`src/rtl/alu_input_ctrl.sv`:
```
// alu_input_ctrl
// Input-side front end for the ALU board wrapper. The block synchronises and
// debounces the pushbuttons and turns each press into a one-cycle pulse. It
// steps through entry of operand A, operand B and the opcode, then presents
// the latched set on a valid/ready handshake.
module alu_input_ctrl #(
  parameter int DEBOUNCE_CYCLES = 16
) (
  input  logic        CLK,
  input  logic        nRST,
  input  logic [3:0]  key_n,
  input  logic [17:0] sw,
  output logic [31:0] port_a,
  output logic [31:0] port_b,
  output logic [3:0]  aluop,
  output logic        op_valid,
  input  logic        op_ready,
  output logic [1:0]  state
);

  localparam int CNT_W = $clog2(DEBOUNCE_CYCLES) + 1;
  localparam logic [CNT_W-1:0] CNT_MAX = CNT_W'(DEBOUNCE_CYCLES - 1);

  typedef enum logic [1:0] {
    S_A     = 2'd0,
    S_B     = 2'd1,
    S_OP    = 2'd2,
    S_ISSUE = 2'd3
  } state_t;

  // Two-flop synchronisers. Keys idle high (released), switches idle low.
  logic [3:0]       key_sync1_q, key_sync2_q;
  logic [17:0]      sw_sync1_q, sw_sync2_q;

  // Debounce state, one counter per key.
  logic [3:0]       key_stable_q, key_stable_d;
  logic [CNT_W-1:0] cnt_q [4];
  logic [CNT_W-1:0] cnt_d [4];

  // One-cycle press pulses. Each is registered on the edge where the stable
  // value falls.
  logic [3:0]       press_q, press_d;

  // Operand registers and the sequencer.
  state_t           state_q, state_d;
  logic [31:0]      port_a_q, port_a_d;
  logic [31:0]      port_b_q, port_b_d;
  logic [3:0]       aluop_q, aluop_d;
  logic             op_valid_q, op_valid_d;

  logic [31:0]      operand_s;
  logic             enter_s, cancel_s, repeat_s, clear_s;
  logic             sw_unused_s;

  // The top switch has no function. It is kept so that the synchroniser
  // matches the port.
  assign sw_unused_s = sw_sync2_q[17];

  assign enter_s  = press_q[0];
  assign cancel_s = press_q[1];
  assign repeat_s = press_q[2];
  assign clear_s  = press_q[3];

  // sw[16] selects sign-fill of the upper half. The value comes from the
  // synchronised switches.
  assign operand_s = sw_sync2_q[16] ? {16'hFFFF, sw_sync2_q[15:0]}
                                    : {16'h0000, sw_sync2_q[15:0]};

  // Synchroniser flops for the raw key and switch inputs.
  always_ff @(posedge CLK or negedge nRST) begin
    if (!nRST) begin
      key_sync1_q <= 4'hF;
      key_sync2_q <= 4'hF;
      sw_sync1_q  <= 18'h00000;
      sw_sync2_q  <= 18'h00000;
    end else begin
      key_sync1_q <= key_n;
      key_sync2_q <= key_sync1_q;
      sw_sync1_q  <= sw;
      sw_sync2_q  <= sw_sync1_q;
    end
  end

  // Debounce: a change is accepted only after the synced value has differed
  // from the stable value for DEBOUNCE_CYCLES consecutive cycles.
  always_comb begin
    key_stable_d = key_stable_q;
    for (int i = 0; i < 4; i++) begin
      cnt_d[i] = cnt_q[i];
      if (key_sync2_q[i] != key_stable_q[i]) begin
        if (cnt_q[i] == CNT_MAX) begin
          key_stable_d[i] = key_sync2_q[i];
          cnt_d[i]        = {CNT_W{1'b0}};
        end else begin
          cnt_d[i] = cnt_q[i] + 1'b1;
        end
      end else begin
        cnt_d[i] = {CNT_W{1'b0}};
      end
    end
    press_d = key_stable_q & ~key_stable_d;
  end

  // Debounce state and press pulse registers.
  always_ff @(posedge CLK or negedge nRST) begin
    if (!nRST) begin
      key_stable_q <= 4'hF;
      press_q      <= 4'h0;
      for (int i = 0; i < 4; i++) begin
        cnt_q[i] <= {CNT_W{1'b0}};
      end
    end else begin
      key_stable_q <= key_stable_d;
      press_q      <= press_d;
      for (int i = 0; i < 4; i++) begin
        cnt_q[i] <= cnt_d[i];
      end
    end
  end

  // Sequencer next-state and register updates.
  // Simultaneous pulses are resolved as clear > cancel > enter > repeat.
  always_comb begin
    state_d  = state_q;
    port_a_d = port_a_q;
    port_b_d = port_b_q;
    aluop_d  = aluop_q;
    case (state_q)
      S_A: begin
        if (clear_s) begin
          port_a_d = 32'h0000_0000;
          port_b_d = 32'h0000_0000;
          aluop_d  = 4'h0;
          state_d  = S_A;
        end else if (cancel_s) begin
          state_d = S_A;
        end else if (enter_s) begin
          port_a_d = operand_s;
          state_d  = S_B;
        end else if (repeat_s) begin
          state_d = S_ISSUE;
        end else begin
          state_d = S_A;
        end
      end
      S_B: begin
        if (clear_s) begin
          port_a_d = 32'h0000_0000;
          port_b_d = 32'h0000_0000;
          aluop_d  = 4'h0;
          state_d  = S_A;
        end else if (cancel_s) begin
          state_d = S_A;
        end else if (enter_s) begin
          port_b_d = operand_s;
          state_d  = S_OP;
        end else begin
          state_d = S_B;
        end
      end
      S_OP: begin
        if (clear_s) begin
          port_a_d = 32'h0000_0000;
          port_b_d = 32'h0000_0000;
          aluop_d  = 4'h0;
          state_d  = S_A;
        end else if (cancel_s) begin
          state_d = S_A;
        end else if (enter_s) begin
          aluop_d = sw_sync2_q[3:0];
          state_d = S_ISSUE;
        end else begin
          state_d = S_OP;
        end
      end
      S_ISSUE: begin
        // Key pulses are dropped here. The operand set is frozen until the
        // consumer accepts it.
        if (op_ready) begin
          state_d = S_A;
        end else begin
          state_d = S_ISSUE;
        end
      end
      default: begin
        state_d = S_A;
      end
    endcase
    op_valid_d = (state_d == S_ISSUE);
  end

  // Sequencer and output registers.
  always_ff @(posedge CLK or negedge nRST) begin
    if (!nRST) begin
      state_q    <= S_A;
      port_a_q   <= 32'h0000_0000;
      port_b_q   <= 32'h0000_0000;
      aluop_q    <= 4'h0;
      op_valid_q <= 1'b0;
    end else begin
      state_q    <= state_d;
      port_a_q   <= port_a_d;
      port_b_q   <= port_b_d;
      aluop_q    <= aluop_d;
      op_valid_q <= op_valid_d;
    end
  end

  assign port_a   = port_a_q;
  assign port_b   = port_b_q;
  assign aluop    = aluop_q;
  assign op_valid = op_valid_q;
  assign state    = state_q;

endmodule

```
`config.mk`:
```
export PLATFORM = sky130hd
export DESIGN_NAME = alu_input_ctrl
export DESIGN_NICKNAME = d
export VERILOG_FILES = /design/src/rtl/alu_input_ctrl.sv
export SDC_FILE = /design/constraint.sdc
export NUM_CORES = 1
export LEC_CHECK = 0
export ABC_AREA = 1
export ABC_CLOCK_PERIOD_IN_PS = 3750
export CAP_MARGIN = 15
export CORE_ASPECT_RATIO = 0.5
export CORE_MARGIN = 1
export CORE_UTILIZATION = 55
export DETAILED_ROUTE_END_ITERATION = 8
export GPL_TIMING_DRIVEN = 0
export PLACE_DENSITY = 0.85
export SLEW_MARGIN = 10
export SYNTH_ARGS = -nofsm -noshare
export SYNTH_HDL_FRONTEND = slang
export SYNTH_SLANG_ARGS = --single-unit
```
`constraint.sdc`:
```
create_clock -name CLK -period 3.75 [get_ports CLK]
set_input_delay 0.75 -clock CLK [delete_from_list [all_inputs] [get_ports CLK]]
set_output_delay 0.75 -clock CLK [all_outputs]
set_load 0.005 [all_outputs]
```
# Yosys cells after proc, flatten, opt, wreduce, memory -nomap -nowiden
# Index checks and enable logic that the tools add are counted.
[word_totals] ff_bits=141 inputBits=25 out_inout_bits=71 word_cells=92
[op_classes] add_sub_neg=4 n_eq_ne=21 mux=40 bitwise=2 n_reduce_logical=10
[ops] cell="32-bit two-way mux" count=5
[ops] cell="32-bit case mux with 2 select lines" count=2
[ops] cell="5-bit two-way mux" count=8
[ops] cell="5-bit by 1-bit adder with 5-bit output, second input constant" count=4
[ops] cell="5-bit by 4-bit equality test with 1-bit output, second input constant" count=4
[ops] cell="2-bit two-way mux" count=10
[ops] cell="3-bit != test, second input constant" count=6
[ops] cell="4-bit two-way mux" count=4
[ops] cell="4-bit AND reduction" count=3
[ops] cell="1-bit two-way mux" count=9
[ops] cell="2-bit case mux with 4 select lines" count=1
[ops] cell="4-bit case mux with 2 select lines" count=1
[ops] cell="2-bit equality test, second input constant" count=3
[ops] cell="2-bit by 1-bit != test with 1-bit output, second input constant" count=3
[ops] cell="2-bit nonzero test" count=3
[ops] cell="2-bit OR reduction" count=3
[ops] cell="4-bit AND" count=1
[ops] cell="1-bit != test" count=4
[ops] cell="4-bit inverter" count=1
[ops] cell="2-bit by 1-bit equality test with 1-bit output, second input constant" count=1
[ops] cell="2-bit zero test" count=1

# Logic depth before layout (Yosys ltp)
# Gate-level depths: netlist (run 1).
[depth] depth_word=6 mapped_depth=10 ltp_nobuf=8

# Worst setup path after synthesis (run 1)
# No wires, ideal clock.
[synth_timing] kind="reg2reg" from="register state_q[0], in the netlist state[0]" to="register port_a_q[30], in the netlist port_a[30]" arrival_ns=1.491 required_ns=3.632 slack_ns=2.142 path_stages_with_launch=11 period_less_slack_ns=1.608 path_cell_list="dfrtp_1 -> inv_1 -> ha_1 -> buf_6 -> nand2_2 -> o21ai_2 -> and2_4 -> buf_12 -> buf_12 -> nand2_2 -> o21ai_2"
[synth_via] elab_chain_len=4
[synth_lines] item="start, declared" line_no="45" source="state_t state_q, state_d;"
[synth_lines] item="start signal, assigned" line_no="201" source="state_q <= state_d;"
[synth_lines] item="2-bit equality test or 2-bit by 1-bit equality test with 1-bit output (tied branches)" line_no="128" source="case (state_q)"
[synth_lines] item="2-bit OR reduction (no source line)"
[synth_lines] item="2-bit by 1-bit != test with 1-bit output (no source line) or 2-bit nonzero test (tied branches)"
[synth_lines] item="4-bit AND reduction (no source line)"
[synth_lines] item="end signal, assigned" line_no="202" source="port_a_q <= port_a_d;"
[synth_lines] item="end, declared" line_no="46" source="logic [31:0] port_a_q, port_a_d;"
# Several ways; a longest one is shown, not always the timed one.
# A chain may end at the register's enable or synchronous reset.

==> results of run 1 <==
cell families (layout without fill, tap and decap cells):
| family | Yosys count | in the layout | share of synthesized area, % |
|---|---|---|---|
| compound gates | 46 | 46 | 6.53 |
| xor+xnor | 8 | 8 | 1.54 |
| fa+ha+maj | 8 | 8 | 2.19 |
| buf+inv | 89 | 200 | 11.6 |
| flops | 111 | 111 | 61.2 |
| simple gates | 175 | 175 | 16.9 |
routing by layer:
| layer | vias up | global-route usage, % | wire length [µm] |
|---|---|---|---|
| met4 | 0 | 8.62 | 83 |
| met1 | 1471 | 25.6 | 3610 |
| met2 | 112 | 35.4 | 4260 |
| met3 | 8 | 7.44 | 567 |
| met5 | - | 0 | 0 |
| li1 | 1540 | - | - |
area by class of cell:
cell class	count	area (µm²)
Fill cell	520	2010
Timing Repair Buffer	95	970
Inverter	44	165
Sequential cell	111	2790
Clock inverter	6	108
Tap cell	112	140
Multi-Input combinational cell	237	1240
Buffer	45	365
Clock buffer	10	239
state kept, by name, indices dropped and copies added (netlist names):
name,count
key_sync2_q,4
port_a,17
op_valid,1
key_stable_q,4
press_q,4
sw_sync1_q,17
key_sync1_q,4
port_b,17
cnt_q,20
aluop,4
state,2
sw_sync2_q,17
layout by cell type, fill, tap and decap left out:
master / instances
buf_6: 4
clkdlybuf4s50_1: 93
nand2b_1: 4
bufinv_16: 3
clkbuf_1: 1
clkbuf_8: 1
buf_16: 1
clkbuf_16: 9
o21ai_2: 18
ha_1: 8
clkinvlp_4: 1
xor2_1: 4
a21oi_1: 6
nand3_1: 21
buf_4: 31
dfrtp_1: 99
xnor2_1: 4
clkinv_2: 2
nor3b_1: 4
nor3_1: 12
dfstp_2: 12
nor2_4: 1
nand2_2: 14
buf_12: 3
inv_1: 42
nor2_1: 43
o21ai_0: 1
nand2_1: 75
and2_4: 1
o21ai_1: 21
buf_2: 7
inv_2: 2
power by group:
group / total [W] / internal (W) / switching, W
combinational: 0.0000856 / 0.0000392 / 0.0000464
sequential: 0.00125 / 0.00123 / 0.0000175
clock: 0.00108 / 0.000668 / 0.000413
how the worst min path moves through the flow:
stage / startpoint / end / slack, ns / depth (start not counted)
CTS: nRST / port_a[13] / 0.21 / 1
detailed placement: sw_sync1_q[10] / sw_sync2_q[10] / 0.33 / 0
global route: nRST / port_a[15] / 0.21 / 1
floorplan: sw_sync1_q[0] / sw_sync2_q[0] / 0.33 / 0
finish: nRST / port_a[13] / 0.22 / 1
global placement: sw_sync1_q[13] / sw_sync2_q[13] / 0.33 / 0
stage by stage:
stage               cell area (µm²)  hold slack, ns  worst slack (ns)  util [%]  std cells
global route                   6020           0.210              1.17      75.0        660
detailed placement             5670           0.335              1.66      70.6        644
global placement               5640           0.332             -2.04      70.3        643
floorplan                      4560           0.331              2.14         -        437
finish                         6020           0.216              1.30      75.0        660
CTS                            6020           0.211              1.28      75.0        660
==> results.yml, run 1 <==
cells_and_area:
  n_antenna_cell: 0
  nets: 576
  layout-drive-gt1-share_pct: 20.1
  area_delta_synth_final_pct: 31.9
global_routing:
  grt_max_degree: 97
  antenna_found_initial: 0
  grtUsageTotal_pct: 21.3
  gr-total-overflow: 0
  grt_pass1_vias: 2984
  grt_pass1_wl_um: 13500
worst_setup_path:
  critPathSlowestCell: "dfrtp_1"
  setup.worst_path.start: "port_b[30]"
  arrival_ns: 1.70
  end_kind: "primary output"
  cp-start-kind: "flop"
  crit_chain: "buf_4 > clkdlybuf4s50_1"
  cp_num_buf_inv: 2
  r2r-end: "port_a[30]"
  critPathTopFamily: "buffers and inverters"
  required_ns: 3.00
  rr_worst_depth: 10
  cp.depth: 2
  slowest_delay_ns: 0.67
  r2r_setup_slack_ns: 2.02
  critical_path.max_fanout: 17
  endpoint: "port_b[25]"
  r2r_start: "state[0]"
  crit_type: "flop to primary output"
logic_synthesis:
  ys_ff_latch: 111
  synth_top_area_share_pct: 54.3
  async_flop_share_pct: 100
  synthTopCellsByCount: "99 x dfrtp_1, 75 x nand2_1, 43 x nor2_1"
  syn_avg_cell_area_um2: 10.4
  ys_seq_area_share_pct: 61.2
  ys.flop_type: "dfrtp_1"
  synth-edff-count: 0
  synth_area_leaders: "dfrtp_1 54%, dfstp_2 6.9%, nand2_1 6.2%"
  syn_area_um2: 4560
  yosysUniqueCellTypes: 25
  synth.most_common_cell: "dfrtp_1"
  ys_warn_count: 0
  synth_fp_nets: 470
  synth.largest_area_cell: "dfrtp_1"
  syn_inst: 437
floorplan:
  ioPinCount: 96
  dieArea_um2: 8680
  dieWidth_um: 131
  core_area_um2: 8030
  die_y_um: 66.4
  start_util_pct: 56.8
  num_rows: 23
drt:
  antenna_left: 0
  wire_per_inst_um: 12.9
  via_per_inst: 4.74
  routed_wl_um: 8520
  drt-initial-drc-count: 177
  drt_first_pass_iters: 4
  drcViolationCount: 0
  vias: 3131
clocking:
  htree_levels: 3
  clock_sinks: 111
  insertion_delay_ns: 0.35
  hold_buffers: 0
  clk_path_buf_depth: 2
  cts_tree: "done"
  clockRootBuffer: "clkbuf_16"
  cts-buffers-inserted: 9
  cts_setup_buffers: 0
  postCtsResizedCells: 0
  path_clk_slew_ns: 0.07
timing:
  hold_viol: 0
  worst_pin_slew_ns: 0.516
  min_period_ns: 2.45
  finalMaxSlewViolations: 0
  setup_viol: 0
  clock_skew_ns: 0.00950
  fin_crit_sh_pct: 65.3
  relSlewSlack_pct: 65.6
  fmax_ghz: 0.408
  setup_tns_ns: 0
  rsz0062_at_grt: "false"
power:
  p_leak_nw: 2.70
  vdd_ir_drop_max_mv: 0.302
  power_w: 0.00242
  p_per_area_nw_per_um2: 402
placed_design:
  hpwl_um: 5920
  port_buffers: 94
  place.gp.congestion: 0.772
worst_hold_path:
  hp-class: "input pin to async pin"
flow_run:
  cap_violations: 0
status:
  status: "completed"
No activity file was read; power rests on OpenSTA's default activity.
==> run 2: changes to the inputs <==
--- a/config.mk
+++ b/config.mk
@@ -6,14 +6,14 @@
 export NUM_CORES = 1
 export LEC_CHECK = 0
 export ABC_AREA = 1
-export ABC_CLOCK_PERIOD_IN_PS = 3750
+export ABC_CLOCK_PERIOD_IN_PS = 2500
 export CAP_MARGIN = 15
 export CORE_ASPECT_RATIO = 0.5
 export CORE_MARGIN = 1
-export CORE_UTILIZATION = 55
+export CORE_UTILIZATION = 51
 export DETAILED_ROUTE_END_ITERATION = 8
 export GPL_TIMING_DRIVEN = 0
-export PLACE_DENSITY = 0.85
+export PLACE_DENSITY = 0.8
 export SLEW_MARGIN = 10
 export SYNTH_ARGS = -nofsm -noshare
 export SYNTH_HDL_FRONTEND = slang
==> constraint.sdc (replaced) <==
create_clock -name CLK -period 2.5 [get_ports CLK]
set_input_delay 0.5 -clock CLK [delete_from_list [all_inputs] [get_ports CLK]]
set_output_delay 0.5 -clock CLK [all_outputs]
set_load 0.005 [all_outputs]
==> results.yml, run 2 (synthesis gave the netlist of run 1 again) <==
drt:
  wire_per_inst_um: 12.4
  drt-initial-drc-count: 215
  vias: 3069
  via_per_inst: 4.65
  antenna_left: 0
  routed_wl_um: 8210
  drcViolationCount: 0
  drt_first_pass_iters: 4
worst_setup_path:
  critical_path.max_fanout: 17
  rr_worst_depth: 8
  r2r_start: "state[0]"
  r2r_setup_slack_ns: 0.73
  slowest_delay_ns: 0.63
  r2r-end: "port_a[12]"
  end_kind: "primary output"
  critPathSlowestCell: "dfrtp_1"
  crit_chain: "buf_4 > clkdlybuf4s50_1"
  arrival_ns: 1.67
  crit_type: "flop to primary output"
  required_ns: 2.00
  cp-start-kind: "flop"
clocking:
  cts_tree: "done"
  path_clk_slew_ns: 0.07
  postCtsResizedCells: 0
  clock_sinks: 111
  clk_path_buf_depth: 2
  insertion_delay_ns: 0.35
  clockRootBuffer: "clkbuf_16"
  hold_buffers: 0
  htree_levels: 3
  cts-buffers-inserted: 9
  cts_setup_buffers: 0
flow_run:
  cap_violations: 0
cells_and_area:
  area_delta_synth_final_pct: 31.1
  multiInputGateArea_um2: 1240
  num-fill-cells: 599
  largest_register_ffs: 20
  ff_latch_area_um2: 2790
  final_util_pct: 71.9
  top_register: "cnt_q"
  n_antenna_cell: 0
  stdcell_count: 660
  nets: 576
  layout-drive-gt1-share_pct: 20.1
  final_cell_mix: "99 x dfrtp_1, 93 x clkdlybuf4s50_1, 75 x nand2_1"
  layout_commonest_cell: "dfrtp_1"
floorplan:
  core_area_um2: 8320
  start_util_pct: 54.9
  ioPinCount: 96
  num_rows: 23
  die_y_um: 68.9
  dieWidth_um: 136
  dieArea_um2: 9350
timing:
  min_period_ns: 2.17
  rsz0062_at_grt: "false"
  hold_viol: 0
  relSlewSlack_pct: 68.8
  finalMaxSlewViolations: 0
  fin_ws_ns: 0.333
  fmax_ghz: 0.461
  worst_pin_slew_ns: 0.468
  setup_viol: 0
  holdWs_ns: 0.0478
  fin_crit_sh_pct: 86.7
  clock_skew_ns: 0.00826
power:
  p_leak_nw: 2.69
  p_per_area_nw_per_um2: 577
  vdd_ir_drop_max_mv: 0.351
  power_w: 0.00345
global_routing:
  met2_usage_pct: 32.0
  grt_max_degree: 74
  grtUsageTotal_pct: 19.3
  grt_pass1_vias: 2806
  grt_busiest_layer: "met2"
  grt.met3_usage_pct: 6.21
  antenna_found_initial: 0
  grt_use_met1_pct: 23.4
  grt_pass1_wl_um: 13300
  gr-total-overflow: 0
placed_design:
  preCtsSetupSlack_ns: 0.689
  place.gp.congestion: 0.766
  place_inst: 644
  hpwl_um: 5930
  port_buffers: 94
status:
  status: "completed"
worst_hold_path:
  hp-class: "input pin to async pin"
==> run 2: how the worst max path moves through the flow <==
stage               start    endpoint
3_3_place_gp         nRST  port_a[12]
5_1_grt        port_b[30]  port_b[30]
4_1_cts        port_b[30]  port_b[31]
2_1_floorplan    state[0]  port_a[30]
3_5_place_dp   port_b[30]  port_b[31]
6_report       port_b[30]  port_b[31]
==> run 2: layout make-up <==
class | instances | share of cell area (%)
Sequential cell | 111 | 46.7
Inverter | 44 | 2.76
Multi-Input combinational cell | 237 | 20.7
Clock buffer | 11 | 4.23
Timing Repair Buffer | 95 | 16.2
Clock inverter | 5 | 0.941
Buffer | 45 | 6.11
Tap cell | 112 | 2.34
==> run 2: stage by stage <==
stage | cell area (µm²) | setup TNS (ns)
3_3_place_gp | 5640 | -328.92
4_1_cts | 5980 | 0
5_1_grt | 5980 | 0
3_5_place_dp | 5670 | 0
2_1_floorplan | 4560 | 0
6_report | 5980 | 0
==> run 2: metal layers <==
metal  part of all wire (%)  routed length, µm
met5                      0                  0
met4                    1.9                154
met3                    7.0                572
met2                     47               3840
met1                     44               3640
==> run 2: worst max-delay path: cells and delay by family, from the launching register on <==
family	cells	cell delay (ns)
DFF	1	0.63
buffers and inverters	2	0.69
==> run 2: power by group <==
part / leakage, nW / switching (W) / internal [W] / total [W]
Sequential: 1.42 / 0.0000254 / 0.00185 / 0.00188
Combinational: 1.12 / 0.0000696 / 0.0000585 / 0.000128
Clock: 0.152 / 0.000615 / 0.000829 / 0.00144
